==> config.mk <==
export PLATFORM = sky130hd
export DESIGN_NAME = contador_parametrizado
export DESIGN_NICKNAME = d
export VERILOG_FILES = /design/src/rtl/contador_pkg.sv /design/src/rtl/contador_parametrizado_debounce_btn.sv /design/src/rtl/contador_parametrizado.sv
export SDC_FILE = /design/constraint.sdc
export NUM_CORES = 1
export LEC_CHECK = 0
export CAP_MARGIN = 20
export CORE_MARGIN = 2
export CORE_UTILIZATION = 60
export DETAILED_ROUTE_END_ITERATION = 8
export DONT_BUFFER_PORTS = 1
export PLACE_DENSITY = 0.76
export SKIP_LAST_GASP = 1
export SLEW_MARGIN = 20
export SYNTH_ARGS = -nofsm -noshare
export SYNTH_HDL_FRONTEND = slang
export SYNTH_HIERARCHICAL = 1
export SYNTH_SLANG_ARGS = --single-unit
==> constraint.sdc <==
create_clock -name clk -period 3.1 [get_ports clk]
set_input_delay 0.62 -clock clk [delete_from_list [all_inputs] [get_ports clk]]
set_output_delay 0.62 -clock clk [all_outputs]
set_load 0.03 [all_outputs]
==> src/rtl/contador_pkg.sv <==
// Shared constants for the debounced up/down counter.
package contador_pkg;

    // Parameter defaults
    localparam int unsigned DEF_WIDTH      = 4;
    localparam int unsigned DEF_MAX        = (1 << DEF_WIDTH) - 1;
    localparam int unsigned DEF_DEB_CYCLES = 4;

    // Stability counter width: enough for DEB_CYCLES up to 255
    localparam int unsigned DEB_CNT_W = 8;

    // up_down encoding
    localparam logic UP   = 1'b1;
    localparam logic DOWN = 1'b0;

    // SATURATE encoding
    localparam int unsigned WRAP = 0;
    localparam int unsigned HOLD = 1;

    // Largest value representable in w bits
    function automatic int unsigned max_for(input int unsigned w);
        return (1 << w) - 1;
    endfunction

endpackage

==> src/rtl/contador_parametrizado_debounce_btn.sv <==
// Button front end: 2-flop synchroniser, stability-count debounce, rising-edge press pulse.
module debounce_btn
    import contador_pkg::*;
#(
    parameter int unsigned DEB_CYCLES = DEF_DEB_CYCLES
) (
    input  logic clk,
    input  logic reset,
    input  logic btn,
    output logic btn_db,
    output logic press
);

    localparam logic [DEB_CNT_W-1:0] DEB_LAST = DEB_CNT_W'(DEB_CYCLES - 1);

    logic [1:0]           sync_pipe;
    logic                 btn_s;
    logic [DEB_CNT_W-1:0] stab_cnt;
    logic                 db_q;

    assign btn_s = sync_pipe[1];

    // Two-flop synchroniser; bit 1 is the only copy used downstream
    always_ff @(posedge clk) begin
        if (reset) sync_pipe <= '0;
        else       sync_pipe <= {sync_pipe[0], btn};
    end

    // Accept a new level once it has differed from btn_db for DEB_CYCLES clocks in a row;
    // any return to the current level restarts the count
    always_ff @(posedge clk) begin
        if (reset) begin
            btn_db   <= 1'b0;
            stab_cnt <= '0;
        end else if (btn_s != btn_db) begin
            if (stab_cnt == DEB_LAST) begin
                btn_db   <= btn_s;
                stab_cnt <= '0;
            end else begin
                stab_cnt <= stab_cnt + 1'b1;
            end
        end else begin
            stab_cnt <= '0;
        end
    end

    // Previous debounced level for 0->1 detection
    always_ff @(posedge clk) begin
        if (reset) db_q <= 1'b0;
        else       db_q <= btn_db;
    end

    // One-cycle step request in the cycle after btn_db rises
    assign press = btn_db & ~db_q;

endmodule

==> src/rtl/contador_parametrizado.sv <==
// Debounced push-button up/down counter with load, enable, wrap/saturate and terminal pulse.
module contador_parametrizado
    import contador_pkg::*;
#(
    parameter int unsigned WIDTH      = DEF_WIDTH,
    parameter int unsigned MAX        = max_for(WIDTH),
    parameter int unsigned DEB_CYCLES = DEF_DEB_CYCLES,
    parameter int unsigned SATURATE   = WRAP
) (
    input  logic             clk,
    input  logic             reset,
    input  logic             btn,
    input  logic             enable,
    input  logic             up_down,
    input  logic             load,
    input  logic [WIDTH-1:0] load_val,
    output logic [WIDTH-1:0] S,
    output logic             btn_db,
    output logic             tc
);

    localparam logic [WIDTH-1:0] MAX_V = WIDTH'(MAX);
    localparam bit               SAT   = (SATURATE == HOLD);

    logic             step;
    logic [WIDTH-1:0] s_next;
    logic             tc_next;

    debounce_btn #(
        .DEB_CYCLES(DEB_CYCLES)
    ) u_deb (
        .clk    (clk),
        .reset  (reset),
        .btn    (btn),
        .btn_db (btn_db),
        .press  (step)
    );

    // Next count: load beats step; limit steps wrap or hold and raise tc
    always_comb begin
        s_next  = S;
        tc_next = 1'b0;
        if (load) begin
            s_next = (load_val > MAX_V) ? MAX_V : load_val;
        end else if (step && enable) begin
            if (up_down == UP) begin
                if (S >= MAX_V) begin
                    s_next  = SAT ? MAX_V : '0;
                    tc_next = 1'b1;
                end else begin
                    s_next = S + 1'b1;
                end
            end else begin
                if (S == '0) begin
                    s_next  = SAT ? '0 : MAX_V;
                    tc_next = 1'b1;
                end else begin
                    s_next = S - 1'b1;
                end
            end
        end
    end

    // Count and terminal-pulse registers; reset overrides everything
    always_ff @(posedge clk) begin
        if (reset) begin
            S  <= '0;
            tc <= 1'b0;
        end else begin
            S  <= s_next;
            tc <= tc_next;
        end
    end

endmodule

==> impl_results.md <==
- CTS Buffer Depth: 2
- GRT Util Overall: between 10% and 20%
- Post-Syn Instances: a little under 100
- Area post-placement: between 800 and 900 um2
- H-tree depth: 1
- Die extent in y: 41.4 um
- Row cnt: 13
- Max cap viols: 0
- Cells after DPL: between 100 and 150
- Hold Path End: u_deb/db_q$_SDFF_PP0_
- Root buffer cell: clkbuf_4
- Clock slew at reported path FFs: around 0.1 ns
- Seq/Total Area, Yosys: 40.5%
- Synth top area cells: dfxtp_1 (40%), ha_1 (4.5%), nor2b_1 (4.5%)
- TNS Setup: 0 ns
- Worst IR drop on VDD: 0.303 mV
- WP data required: 3.30 ns
- Core Box Area: 0.00130 mm2
- Slew Viols, Final: 0
- Vias in the first global route: about 600
- Routability cong.: roughly 0.8
- Area share of the largest cell type after synthesis: 40.5%
- Total grt overflow: 0
- Design Area, Final: approximately 870 um2
- Dpl hpwl: roughly 1.0 mm
- Slew HR: between 60% and 70%
- Kind of end point of the critical path: register
- Unrepaired setup endpoints after global routing: false
- # DRC: 0
- Die Wd: approximately 41 um
- Hold-fix buffers, CTS: 0
- Synth Cell Area: 841 um2
- Crit Path Max Fanout: 7
- Library cells used by synthesis: 30
- Post-synth EDFFs: 0
- Design Power: about 390 uW
- Yosys reg bits: 17
- R2r startpoint: S[0]$_SDFFE_PP0P_
- CTS Sinks: 17
- Post-Route WL: 1.42 mm
- Post-synth top area cell: dfxtp_1
- Sw Pwr: 101 uW
- Fraction of registers with async set/reset: 0%
- Int Pwr: about 290 uW
- Clk_lat worst skew: 0.30 ns
- Initial antenna violation count: 0
- Switching Share: between 20% and 30%
- P_leak: 0.000310 uW
- Clk network pwr share: between 30% and 40%
- PnR worst setup slack: 1.37 ns
- ANT nets after route: 0
- I/O pin count: 16
- Drt via density: ~5.7
- N_diodes: 0
- Critical path class: reg2reg
- Hold Crit Class: in2reg
- Starting DRT DRC Count: 12
- CTS buffer count: 3
- Fin cells: approximately 110
- R2r worst-path depth: 6
- TritonCTS clock tree: yes
- R2R setup slack: about 1.4 ns
- Syn Nets: 110
- Full die area: between 0.0015 and 0.002 mm2
- Comb power frac: between 6 and 7%
- Startpoint types: register
- Starting Density: 64.6%
- Largest net degree at the start of global routing: 12
- Post-CTS sizing: 0
- Port Buf Inserts: 0
- Ys flop type: dfxtp_1
- Routed wire per std cell: between 10 and 15 um
- YS warnings: 6
- Drt first pass iters: 4
- Worst Path Arrival: 1.93 ns
- Global-route wire length before repair: between 2 and 3 mm
- Worst hold stages: 1
- Layout cells sized above 1: around 7%
- Pwr dens: 443 mW/mm2
- Place WS: 1.39 ns
- Nets: around 110
- Final setup fails: 0
- Reg power frac: roughly three fifths
- Min-Delay Startpoint: reset
- Tcrit/Tclk final: between 50% and 60%
- Setup Fix Bufs, Post-CTS: 0
- Final Hold Vio Count: 0
- Setup Skew: around 0.0024 ns
- Fin crit period: between 1.5 and 2 ns
- Layout area overhead: 3.57%
- Max Freq: ~580 MHz
- Vias: around 650
- Worst-Margin Slew: between 0.5 and 0.6 ns
- Reg2reg end: S[1]$_SDFFE_PP0P_
- Outcome: finished clean
- Synth Area per Inst: about 8.7 um2
-- worst max path at each step --
stage	startpoint	end	slack, ns
6_report	S[0]$_SDFFE_PP0P_	S[1]$_SDFFE_PP0P_	1.37
5_1_grt	S[0]$_SDFFE_PP0P_	S[1]$_SDFFE_PP0P_	1.22
4_1_cts	S[0]$_SDFFE_PP0P_	S[1]$_SDFFE_PP0P_	1.36
3_5_place_dp	S[0]$_SDFFE_PP0P_	S[1]$_SDFFE_PP0P_	1.39
3_3_place_gp	S[0]$_SDFFE_PP0P_	S[1]$_SDFFE_PP0P_	1.41
2_1_floorplan	S[0]$_SDFFE_PP0P_	S[1]$_SDFFE_PP0P_	1.52
-- logic make-up (layout without fill, tap and decap cells) --
kind of cell	count (synthesis)	in the layout	share of synthesized area (%)
AOI/OAI and AO/OA	23	23	17.4
xor gates and xnor gates	5	5	5.21
adders and majority gates	3	3	4.46
buffers and inverters	9	11	5.06
DFF	17	17	40.5
muxes	1	1	1.19
and+or+nand+nor	39	39	26.2
-- power groups by stage --
stage	registers (uW)	clock network, uW	logic (uW)
2_1_floorplan	240	0	26.8
3_3_place_gp	242	0	25.8
3_5_place_dp	242	0	26.4
4_1_cts	237	125	26.6
5_1_grt	238	130	30.9
6_report	237	122	26.7
-- sequential cells by signal, summed over array words and instances (netlist names) --
name / flops
tc: 1
u_deb/db_q: 1
u_deb/sync_pipe: 2
u_deb/stab_cnt: 8
S: 4
u_deb/btn_db: 1
-- per-stage QoR --
step	hold slack (ns)	util, %
detailed placement	0.423	64.8
global placement	0.420	64.8
CTS	0.370	66.9
floorplan	0.414	-
global route	0.362	66.9
finish	0.372	66.9
-- worst max-delay path, stage by stage (launching register included) --
cell      delay (ns)
dfxtp_1         0.63
inv_1           0.17
ha_1            0.33
xor2_1          0.16
nor2_1          0.05
a211oi_1        0.22
nor3_1          0.06
-- placed cells by master, fill, tap and decap left out, types with 3 or more instances in the layout --
cell type,count
a21oi_1,7
clkbuf_4,3
dfxtp_1,17
ha_1,3
inv_1,7
nand3_1,4
nand4_1,3
nor2_1,8
nor2b_1,6
nor3_1,5
o21ai_0,6
or3_1,6
xor2_1,4
-- layer usage --
metal	global-route usage, %	wire [um]
met1	27.1	747
met2	25.0	549
met3	4.35	79
met4	11.6	41
met5	0	0
-- synthesized netlist by cell type (2+ instances only) --
cell type  instances
o21a_1             2
nand2_1            2
a31oi_1            2
ha_1               3
nor2_1             8
a21oi_1            7
xor2_1             4
nor2b_1            6
nor3_1             5
nand4_1            3
dfxtp_1           17
or3_1              6
inv_1              7
nand3_1            4
o21ai_0            6
-- final cells by class --
type	count	area [um2]
clock buffers	3	22.5
clock inverters	1	5.00
fillers	117	430
inverters	7	26.3
multi-input cells	71	458
flip-flops and latches	17	340
well taps	15	18.8
(Power assumes the default switching activity.)
